File: config.mk
export PLATFORM = sky130hd
export DESIGN_NAME = pc_fetch_unit
export DESIGN_NICKNAME = d
export VERILOG_FILES = /design/src/rtl/pc_fetch_unit.sv
export SDC_FILE = /design/constraint.sdc
export NUM_CORES = 1
export LEC_CHECK = 0
export CORE_MARGIN = 8
export CORE_UTILIZATION = 45
export CTS_CLUSTER_SIZE = 24
export DETAILED_ROUTE_END_ITERATION = 7
export GPL_ROUTABILITY_DRIVEN = 0
export GPL_TIMING_DRIVEN = 0
export PLACE_DENSITY_LB_ADDON = 0.3
export SLEW_MARGIN = 20
export SYNTH_ARGS = -nofsm -noshare
export SYNTH_HDL_FRONTEND = slang
export SYNTH_SLANG_ARGS = --single-unit
File: constraint.sdc
create_clock -name CLK -period 2.65 [get_ports CLK]
set_clock_uncertainty 0.15 [all_clocks]
set_input_delay 0.53 -clock CLK [delete_from_list [all_inputs] [get_ports CLK]]
set_output_delay 0.53 -clock CLK [all_outputs]
set_load 0.01 [all_outputs]
File: src/rtl/pc_fetch_unit.sv
// rtl/pc_fetch_unit.sv - instruction fetch PC sequencer with redirect, stall and memory-wait handling
module pc_fetch_unit #(
  parameter logic [31:0] RESET_VECTOR = 32'h00000000
) (
  input  logic        CLK,
  input  logic        RESET,
  input  logic        branch_jump_mux_signal,
  input  logic [31:0] Branch_jump_PC_OUT,
  input  logic        stall,
  input  logic        imem_busywait,
  output logic        imem_read,
  output logic [31:0] PC,
  output logic [31:0] PC_plus_4,
  output logic        fetch_valid,
  output logic        flush,
  output logic        misalign_err,
  output logic [15:0] redirect_count
);

  typedef enum logic [1:0] {
    BOOT       = 2'd0,
    FETCH      = 2'd1,
    WAIT_MEM   = 2'd2,
    REDIR_PEND = 2'd3
  } state_t;

  state_t      state_q, state_d;
  logic [31:0] pc_q, pc_d;
  logic [31:0] pend_q, pend_d;
  logic        mis_q, mis_d;
  logic [15:0] cnt_q, cnt_d;

  logic        redir_acc;
  logic [31:0] tgt_aligned;
  logic [31:0] pc_inc;

  // Redirect targets are forced to word alignment; the low bits only feed the error flag.
  assign tgt_aligned = {Branch_jump_PC_OUT[31:2], 2'b00};
  assign pc_inc      = pc_q + 32'd4;

  assign PC             = pc_q;
  assign PC_plus_4      = pc_inc;
  assign misalign_err   = mis_q;
  assign redirect_count = cnt_q;

  // Output decode and next-state selection; priority is redirect, then memory wait, then stall.
  always_comb begin
    state_d     = state_q;
    pc_d        = pc_q;
    pend_d      = pend_q;
    mis_d       = mis_q;
    cnt_d       = cnt_q;

    // Redirects arriving while still in BOOT are dropped entirely.
    redir_acc   = branch_jump_mux_signal && (state_q != BOOT);
    imem_read   = (state_q != BOOT);
    flush       = redir_acc || (state_q == REDIR_PEND);
    fetch_valid = ((state_q == FETCH) || (state_q == WAIT_MEM)) &&
                  !redir_acc && !imem_busywait && !stall;

    if (redir_acc) begin
      if (Branch_jump_PC_OUT[1:0] != 2'b00) begin
        mis_d = 1'b1;
      end
      if (cnt_q != 16'hFFFF) begin
        cnt_d = cnt_q + 16'd1;
      end
    end

    case (state_q)
      BOOT: begin
        state_d = FETCH;
      end
      FETCH, WAIT_MEM: begin
        if (redir_acc) begin
          if (imem_busywait) begin
            pend_d  = tgt_aligned;
            state_d = REDIR_PEND;
          end else begin
            pc_d    = tgt_aligned;
            state_d = FETCH;
          end
        end else if (imem_busywait) begin
          state_d = WAIT_MEM;
        end else if (!stall) begin
          pc_d    = pc_inc;
          state_d = FETCH;
        end
      end
      REDIR_PEND: begin
        // The word returned for the old PC is discarded by the flush; only the target matters.
        if (redir_acc) begin
          if (imem_busywait) begin
            pend_d = tgt_aligned;
          end else begin
            pc_d    = tgt_aligned;
            state_d = FETCH;
          end
        end else if (!imem_busywait) begin
          pc_d    = pend_q;
          state_d = FETCH;
        end
      end
      default: begin
        state_d = BOOT;
      end
    endcase
  end

  // State and datapath registers; reset discards any pending redirect target.
  always_ff @(posedge CLK or negedge RESET) begin
    if (!RESET) begin
      state_q <= BOOT;
      pc_q    <= RESET_VECTOR;
      pend_q  <= 32'h00000000;
      mis_q   <= 1'b0;
      cnt_q   <= 16'h0000;
    end else begin
      state_q <= state_d;
      pc_q    <= pc_d;
      pend_q  <= pend_d;
      mis_q   <= mis_d;
      cnt_q   <= cnt_d;
    end
  end

endmodule

==> summary.txt, run 1 <==
GRT
  • GRT Total Usage: 0.231
  • Largest net degree at the start of global routing: 42
  • Vias in the first global route: 4,955
  • Initial antenna violation count: 0
  • Total grt overflow: 0
  • Global-route wire length before repair: 26.4 mm

Final layout
  • Most common cell after layout, fill and taps aside: clkdlybuf4s50_1
  • Cell Count, Final, Fillers Out: 808
  • Layout cells sized above 1: 0.338
  • Area grow syn2layout: 51.0%
  • Filler cell count: 757
  • Core Util, Final: 0.695
  • Most frequent cells in the layout: 89 x clkdlybuf4s50_1, 63 x buf_4, 61 x dfrtp_1
  • Cell area after layout: 7150 um2
  • Nets: 710
  • Antenna cell count: 0

Timing
  • Worst-margin pin slew: 0.740 ns
  • Period Utilization, post-route: 1.06
  • Slew headroom: 0.507
  • Final WS setup: -0.166 ns
  • Hold Fails Final Rpt: 1
  • Max Freq: 355 MHz
  • Fin Hold WS: -0.00305 ns
  • Max-slew violations: 0
  • Setup TNS Final: -0.989 ns
  • Setup repair after global routing missed its margin: yes
  • Min Tclk post-route: 2.82 ns
  • # setup viols final: 13

Routing
  • Final ANT Viol Nets: 0
  • Vias per cell: 6.09
  • Detailed Route WL: 17.5 mm
  • Detailed Route Iter0 Violations: 471
  • Per-cell routed wire length: 21.7 um
  • Via count: 4,922
  • Router iterations before antenna repair: 5
  • Drc violations: 0

CTS
  • Clock slew at reported path FFs: 0.08 ns
  • Htree depth: 3
  • Worst-Skew Late Latency: 0.36 ns
  • CTS tree: yes
  • CTS Buf Count: 9
  • Clk Tree Root Cell: clkbuf_8
  • Worst-case clock buffer depth: 2
  • Post-CTS Hold Fix Bufs: 0
  • CTS sink cnt: 81

Synth
  • Count of flip-flops with a built-in enable after synthesis: 0
  • Async SR Flop Fraction: 1.00
  • Avg Cell Area, Syn: 10.0 um2
  • Total number of yosys warnings: 0
  • Count of state elements after synthesis: 81
  • Mapped Nets: 512
  • Cells after Synth: 471
  • Post-synthesis sequential area ratio: 0.428
  • Synth Flop Type: dfrtp_1
  • Mapped Area: 4730 um2
  • Library cells used by synthesis: 59

Worst setup path
  • Worst setup startpoint: PC[4]
  • Critical path arrival: 2.14 ns
  • Critical path capture point type: primary output
  • RR Startpoint: PC[14]
  • Startpoint Class: flop
  • CP Class: flop to primary output
  • Crit Path Max Fanout: 3
  • Critical path required time: 1.97 ns

Die
  • Total die area: 14,000 um2
  • Initial Util: 0.460
  • Die X-Extent: 119 um
  • Chip height: 119 um
  • I/O pin cnt: 121
  • Core area: 10,300 um2
  • Row Count: 37

Place
  • Post-DP Area: 6120 um2
  • Post-Place Cells: 728
  • DP HPWL: 11.0 mm
  • # port buffers: 120

Power and ir drop
  • Total power: 7.50 mW
  • Leakage: 3.05 nW
  • PD cells: 1050 nW/um2
  • Worst VDD drop: 0.695 mV

Outcome
  • Status: complete, but fails checks
  • Failing checks: negative hold slack, negative setup slack

Flow run
  • Max-cap violations: 0

Min path
  • Worst hold path class: input pin to asynchronous set/reset pin
## critical path, stage by stage (launching register included)
cell and delay (ns):
dfrtp_2 0.40, nand4_4 0.19, buf_12 0.19, nor3_2 0.23, nor4b_4 0.29, xor2_1 0.20
dlygate4sd2_1 0.29
## cell type report
class / instances / area (um2) / share of cell area
multi-input combinational: 347 / 2860 / 0.400
sequential: 81 / 2050 / 0.287
timing repair buffer: 192 / 1720 / 0.240
tap: 136 / 170 / 0.0238
buffer: 25 / 149 / 0.0208
clock buffer: 11 / 131 / 0.0184
inverter: 13 / 52.6 / 0.00735
clock inverter: 3 / 20.0 / 0.00280
## cells in the mapped netlist, types with 4 or more instances
| cell | instances | area, um2 |
|---|---|---|
| dfrtp_1 | 81 | 2030 |
| o31a_1 | 7 | 61.3 |
| o31ai_1 | 4 | 30.0 |
| inv_1 | 13 | 48.8 |
| a31oi_1 | 7 | 43.8 |
| xor2_1 | 10 | 87.6 |
| nand4_1 | 11 | 68.8 |
| buf_1 | 4 | 15.0 |
| o22ai_1 | 10 | 62.6 |
| nor3_1 | 17 | 85.1 |
| buf_2 | 8 | 40.0 |
| ha_1 | 4 | 50.1 |
| a21oi_1 | 23 | 115 |
| mux2_2 | 32 | 360 |
| clkbuf_1 | 16 | 60.1 |
| mux2i_1 | 17 | 170 |
| and4_1 | 6 | 52.6 |
| a22oi_1 | 5 | 37.5 |
| or3_1 | 5 | 31.3 |
| o21ai_0 | 16 | 80.1 |
| o22a_1 | 7 | 61.3 |
| nor2_1 | 13 | 48.8 |
| nand3_1 | 23 | 115 |
| a2bb2oi_1 | 6 | 52.6 |
| and3_1 | 13 | 81.3 |
| nand2b_1 | 4 | 25.0 |
| nand2_1 | 38 | 143 |
| xnor2_1 | 29 | 254 |
## kinds of logic after synthesis
group	after synthesis	synth area share
xor gates and xnor gates	39	0.0722
muxes	50	0.115
AOI/OAI and AO/OA	106	0.155
and+or+nand+nor	148	0.181
buffers and inverters	43	0.0378
DFF	81	0.428
adders and majority gates	4	0.0106
## sequential cells by signal (all words and copies together) (netlist names)
name,flops
PC,32
pend_q,30
redirect_count,16
state_q,2
misalign_err,1
## through the flow
step	hold slack [ns]	setup WS, ns
2_1_floorplan	0.0844	0.188
3_3_place_gp	0.311	-2.08
3_5_place_dp	0.330	-0.927
4_1_cts	0.0247	-0.125
5_1_grt	0.0303	-0.271
6_report	-0.00305	-0.166
## where the power goes
| group | leakage, nW | switching (mW) | internal, mW |
|---|---|---|---|
| registers | 0.933 | 0.556 | 1.71 |
| logic | 2.04 | 2.29 | 2.15 |
| clock network | 0.0713 | 0.469 | 0.330 |
| total | 3.05 | 3.31 | 4.19 |
## per-layer routing
layer,track usage,part of all wire,vias to the layer above
met5,0,0,-
met3,0.0571,0.090,75
met2,0.388,0.49,301
li1,-,-,2144
met1,0.271,0.38,2402
met4,0.111,0.037,0
## worst paths after layout
| check | end | slack, ns | cells past startpoint |
|---|---|---|---|
| worst max register to register | PC[31] | 0.09 | 12 |
| max in group asynchronous | PC[24] | 1.71 | 2 |
| min in group CLK | misalign_err | 0.35 | 1 |
| worst min-delay path | pend_q[6] | -0.003 | 1 |
| worst max-delay path | PC_plus_4[19] | -0.17 | 6 |
| worst min register to register | misalign_err | 0.35 | 1 |
## repair_timing
item / CTS / global route
buffers inserted: 50 / 25
endpoints found under the setup margin: 40 / 52
gates resized for setup: 156 / 48
gates cloned: 0 / 1
pin swaps: 21 / 21
Note: power is estimated with default switching activity, not from simulation.
==> inputs of run 2 (changes only) <==
- CORE_UTILIZATION: 45 -> 50
==> run 2 against run 1 <==
The run ends with negative setup slack left. First-iteration DRC count is 30% higher. Maximum frequency fell by 3.5%. Utilization rose by 8.1 points. Critical path depth increased by 1.
==> summary.txt, run 2 (same netlist as run 1, synthesis figures left out) <==
Die
  • Core area: 9200 um2 (-11%)
  • Initial Util: 0.514 (+0.0541)
  • Row Count: 35 (-5.4%)
  • Chip height: 113 um (-4.4%)
  • I/O pin cnt: 121 (unchanged)
  • Total die area: 12,800 um2 (-8.7%)
  • Die X-Extent: 113 um (-4.4%)

CTS
  • Clk Tree Root Cell: clkbuf_8
  • Htree depth: 3 (unchanged)
  • Worst-case clock buffer depth: 2 (unchanged)
  • Clock slew at reported path FFs: 0.10 ns (+0.02 ns)
  • CTS Buf Count: 9 (unchanged)
  • CTS sink cnt: 81 (unchanged)
  • CTS tree: yes
  • Worst-Skew Late Latency: 0.37 ns (about the same)

Timing
  • Final WS setup: -0.269 ns (-0.103 ns)
  • Slew headroom: 0.432 (-0.0744)
  • Setup TNS Final: -1.80 ns (-0.816 ns)
  • Hold Fails Final Rpt: 0 (-1)
  • Setup repair after global routing missed its margin: yes
  • Fin Hold WS: 0.341 ns (+0.344 ns)
  • Min Tclk post-route: 2.92 ns (+0.103 ns)
  • # setup viols final: 16 (+3)
  • Worst-margin pin slew: 0.844 ns (+0.105 ns)
  • Period Utilization, post-route: 1.10 (+0.0387)
  • Max-slew violations: 0 (unchanged)
  • Max Freq: 343 MHz (-3.5%)

Power and ir drop
  • PD cells: 1080 nW/um2 (+3.0%)
  • Leakage: 3.09 nW (+1.5%)
  • Worst VDD drop: 0.717 mV (+3.3%)
  • Total power: 7.72 mW (+2.9%)

Routing
  • Per-cell routed wire length: 23.5 um (+8.4%)
  • Via count: 5,094 (+3.5%)
  • Detailed Route WL: 18.3 mm (+4.6%)
  • Vias per cell: 6.53 (+7.2%)
  • Drc violations: 0 (unchanged)
  • Final ANT Viol Nets: 0 (unchanged)
  • Detailed Route Iter0 Violations: 611 (+30%)
  • Router iterations before antenna repair: 5 (unchanged)

Flow run
  • Max-cap violations: 0 (unchanged)

Final layout
  • Most common cell after layout, fill and taps aside: clkdlybuf4s50_1
  • Most frequent cells in the layout: 89 x clkdlybuf4s50_1, 62 x dfrtp_1, 57 x buf_4
  • Nets: 706 (-0.56%)
  • Layout cells sized above 1: 0.333 (-0.00446)
  • Core Util, Final: 0.776 (+0.0811)
  • Area grow syn2layout: 50.9% (about the same)
  • Number of flip-flops in the largest register: 32 (unchanged)
  • Antenna cell count: 0 (unchanged)

Worst setup path
  • Critical path capture point type: primary output
  • Critical path required time: 1.97 ns (about the same)
  • Critical path arrival: 2.24 ns (+0.10 ns)
  • Crit Path Max Fanout: 8 (+5)
  • Startpoint Class: flop
  • CP Class: flop to primary output

GRT
  • Global-route wire length before repair: 26.8 mm (+1.3%)
  • Total grt overflow: 0 (unchanged)
  • Largest net degree at the start of global routing: 52 (+24%)
  • Vias in the first global route: 5,028 (+1.5%)
  • GRT Total Usage: 0.262 (+0.0311)
  • Initial antenna violation count: 0 (unchanged)

Outcome
  • Failing checks: negative setup slack
  • Status: complete, but fails checks

Place
  • Setup WS pre-CTS: -0.911 ns (+0.0156 ns)
  • DP HPWL: 10.5 mm (-4.7%)
  • # port buffers: 120 (unchanged)

Min path
  • Worst hold path class: flop to flop
-- run 2: cell count changes in the layout (fill, tap and decap cells not counted), sizes merged --
cell	change
buf	-4
clkdlybuf4s15	+2
dlygate4sd2	-5
clkinvlp	-2
dlygate4sd3	+1
bufinv	+2
clkbuf	+1
dlymetal6s2s	+2
-- run 2: critical path, cell delays in order, from the launching register on --
cell,delay (ns)
dfrtp_2,0.44
buf_4,0.21
and3_4,0.22
nand4_1,0.15
buf_4,0.20
nor4b_4,0.32
xor2_1,0.17
buf_2,0.16
-- run 2: cell type report --
class	instances	area (um2)
Multi-Input combinational cell	347	2840
Clock inverter	3	65.1
Fill cell	544	2060
Inverter	13	52.6
Timing Repair Buffer	189	1710
Clock buffer	12	145
Buffer	24	135
Tap cell	111	139
Sequential cell	81	2050
-- run 2: path summary, 6_finish.rpt --
| path | startpoint | to | slack, ns | cells after the start |
|---|---|---|---|---|
| min in group asynchronous | RESET | pend_q[16] | 0.50 | 2 |
| hold reg to reg | misalign_err | misalign_err | 0.34 | 1 |
| setup / recovery | PC[14] | PC_plus_4[28] | -0.27 | 7 |
| max in group asynchronous | RESET | PC[12] | 1.19 | 3 |
| hold / removal | misalign_err | misalign_err | 0.34 | 1 |
| setup reg to reg | PC[14] | PC[30] | 0.03 | 13 |
-- run 2: power breakdown --
group / leakage, nW / switching [mW] / internal (mW)
logic: 2.05 / 2.33 / 2.10
registers: 0.933 / 0.549 / 1.71
clock network: 0.106 / 0.484 / 0.552
total: 3.09 / 3.36 / 4.36
-- run 2: repair_timing --
action	4_1_cts	5_1_grt
endpoints found under the hold margin	30	0
cloned	0	0
resized for setup	152	52
endpoints found under the setup margin	43	53
setup buffers	52	22
pin swaps	19	24
hold buffers	1	0
-- run 2: layer usage --
layer / vias up / track usage / wire length, um
met4: 0 / 0.146 / 977
met3: 93 / 0.0815 / 2190
li1: 2140 / - / -
met2: 442 / 0.423 / 8650
met5: - / 0 / 0
met1: 2419 / 0.303 / 6520
-- run 2: metrics by stage --
stage,std cells,instance area (um2)
after floorplan,471,4730
after global placement,702,6070
after detailed placement,703,6100
after CTS,767,6940
after global routing,780,7140
final,780,7140
==> inputs of run 3 (changes only) <==
- CTS_CLUSTER_DIAMETER: not set -> 100
==> results of run 3 <==
The final DEF is identical to that of run 2; final timing and power are the same.
==> RTL change (settings of run 1) <==
Reset style: synchronous (`RESET`), changed in one clocked block.
--- a/src/rtl/pc_fetch_unit.sv
+++ b/src/rtl/pc_fetch_unit.sv
@@ -108,7 +108,7 @@
   end
 
   // State and datapath registers; reset discards any pending redirect target.
-  always_ff @(posedge CLK or negedge RESET) begin
+  always_ff @(posedge CLK) begin
     if (!RESET) begin
       state_q <= BOOT;
       pc_q    <= RESET_VECTOR;
Formal check against the unedited RTL: differs if RESET is asserted again (counterexample within 4 cycles, from zero or initial values and one cycle with RESET low); with RESET held inactive, the same outputs for 4 cycles.
==> RTL change against run 1 <==
  * The run ends with negative setup slack left
  * Sequential share of layout area fell by 5.0 points
  * Sequential cell count did not move
  * Cell area barely moved
  * Wire length rose by 18%
  * Critical path depth rose by 1
  * Area after synthesis rose by 1.0%
  * First-iteration DRC count rose by 88%
  * Setup slack improved by 0.060 ns
  * Critical path type unchanged
  * Largest cell class unchanged
Power is not compared: it rests on default switching activity, and its combinational part moved more than twofold at a synthesized area within 25%.
==> RTL change: results <==
set metrics [dict create \
    placed_cells 879 \
    r2r_cells 8 \
    finalSetupViolations 9 \
    wl_met2_mm 9.16 \
    grt_pass1_wl_mm 31.6 \
    vias 6236 \
    worstHoldPathType "flip-flop to flip-flop" \
    synth_nets 665 \
    grt_max_degree 14 \
    ys_types 61 \
    dr_wl_met3_mm 2.92 \
    ys_seq_area_frac 0.339 \
    drtIter0Drc 887 \
    r2r-start "state_q[1]" \
    violations "negative setup slack" \
    regToRegSetupSlack_ns 0.16 \
    grtUsageTotal 0.272 \
    critPathMaxFanout 4 \
    wl_met1_mm 7.40 \
    dr.pass1.iters 6 \
    setup_ws_ns -0.106 \
    synth_mux_area_frac 0.0319 \
    fin_nets 853 \
    worstMarginPinSlew_ns 0.780 \
    wirelength_mm 20.6 \
    drive_gt1_frac 0.230 \
    outcome "finished with violations" \
    synthArstFlopShare 0 \
    vias_per_cell 6.54 \
    syn_inst 624 \
    grt_pass1_vias 6154 \
    synthAdderAreaFrac 0.0105 \
    synth_top_cells_by_area "dfxtp_1 (34%), nand2_1 (7.2%), a21oi_1 (6.7%)" \
]
## RTL change: cell types whose count changed in the layout (fill, tap and decap cells not counted), moves of 20 or more
cell            run 1  this run
a21oi_1            20        63
dfrtp_1            61         0
nand2_1            32        90
mux2_2             32         2
dfxtp_1             0        58
dfrtp_2            20         0
## RTL change: area by class of cell
| class | instances | area (sq um) |
|---|---|---|
| Fill cell | 775 | 3180 |
| Multi-Input combinational cell | 474 | 3120 |
| Sequential cell | 81 | 1700 |
| Timing Repair Buffer | 186 | 1660 |
| Buffer | 43 | 240 |
| Tap cell | 136 | 170 |
| Clock buffer | 11 | 141 |
| Inverter | 17 | 63.8 |
| Clock inverter | 5 | 55.1 |
## RTL change: repair_timing
action,in CTS,in global routing
pin swaps,27,16
setup buffers,53,16
gates resized for setup,160,51
setup endpoints to repair,56,49
## RTL change: cell families (layout without fill, tap and decap cells)
family | after synthesis | count (layout)
AND/OR/NAND/NOR | 239 | 239
AO/OA/AOI/OAI | 180 | 180
flip-flops | 81 | 81
buffers and inverters | 69 | 262
XOR/XNOR | 36 | 36
multiplexers | 15 | 15
adder cells (fa/ha/maj) | 4 | 4
## RTL change: worst max path at each step
stage	startpoint	end	slack [ns]	depth (start not counted)
6_report	PC[3]	PC_plus_4[20]	-0.11	7
5_1_grt	PC[17]	PC_plus_4[31]	-0.20	6
2_1_floorplan	PC[2]	PC_plus_4[20]	0.06	5
3_3_place_gp	branch_jump_mux_signal	fetch_valid	-1.13	7
3_5_place_dp	branch_jump_mux_signal	fetch_valid	-1.11	7
4_1_cts	PC[3]	PC_plus_4[20]	-0.08	7
## RTL change: report_power, final
part           switching (mW)  internal, mW
registers               0.201          1.38
logic                   0.895         0.785
clock network           0.494         0.459
total                    1.59          2.62
## RTL change: worst reg2reg max path: stages (launching register included)
cell and delay [ns]:
dfxtp_1 0.37, inv_1 0.06, ha_2 0.19, nor2b_2 0.16, clkbuf_8 0.19, buf_1 0.52
clkbuf_2 0.39, o21ai_0 0.15, a31oi_1 0.22
## RTL change: per-layer routing
metal	vias to the layer above	GRT usage
met5	-	0
met4	0	0.164
met3	148	0.0874
met2	588	0.429
met1	2851	0.316
li1	2649	-
## RTL change: per-stage QoR
stage | cell area (sq um) | hold slack (ns) | total power [mW] | TNS [ns]
2_1_floorplan | 4780 | 0.281 | 2.25 | 0
3_3_place_gp | 6140 | 0.283 | 2.96 | -25.24
3_5_place_dp | 6140 | 0.289 | 3.00 | -25.27
4_1_cts | 7010 | 0.302 | 4.07 | -0.214
5_1_grt | 7140 | 0.320 | 4.35 | -1.45
6_report | 7140 | 0.303 | 4.21 | -0.616
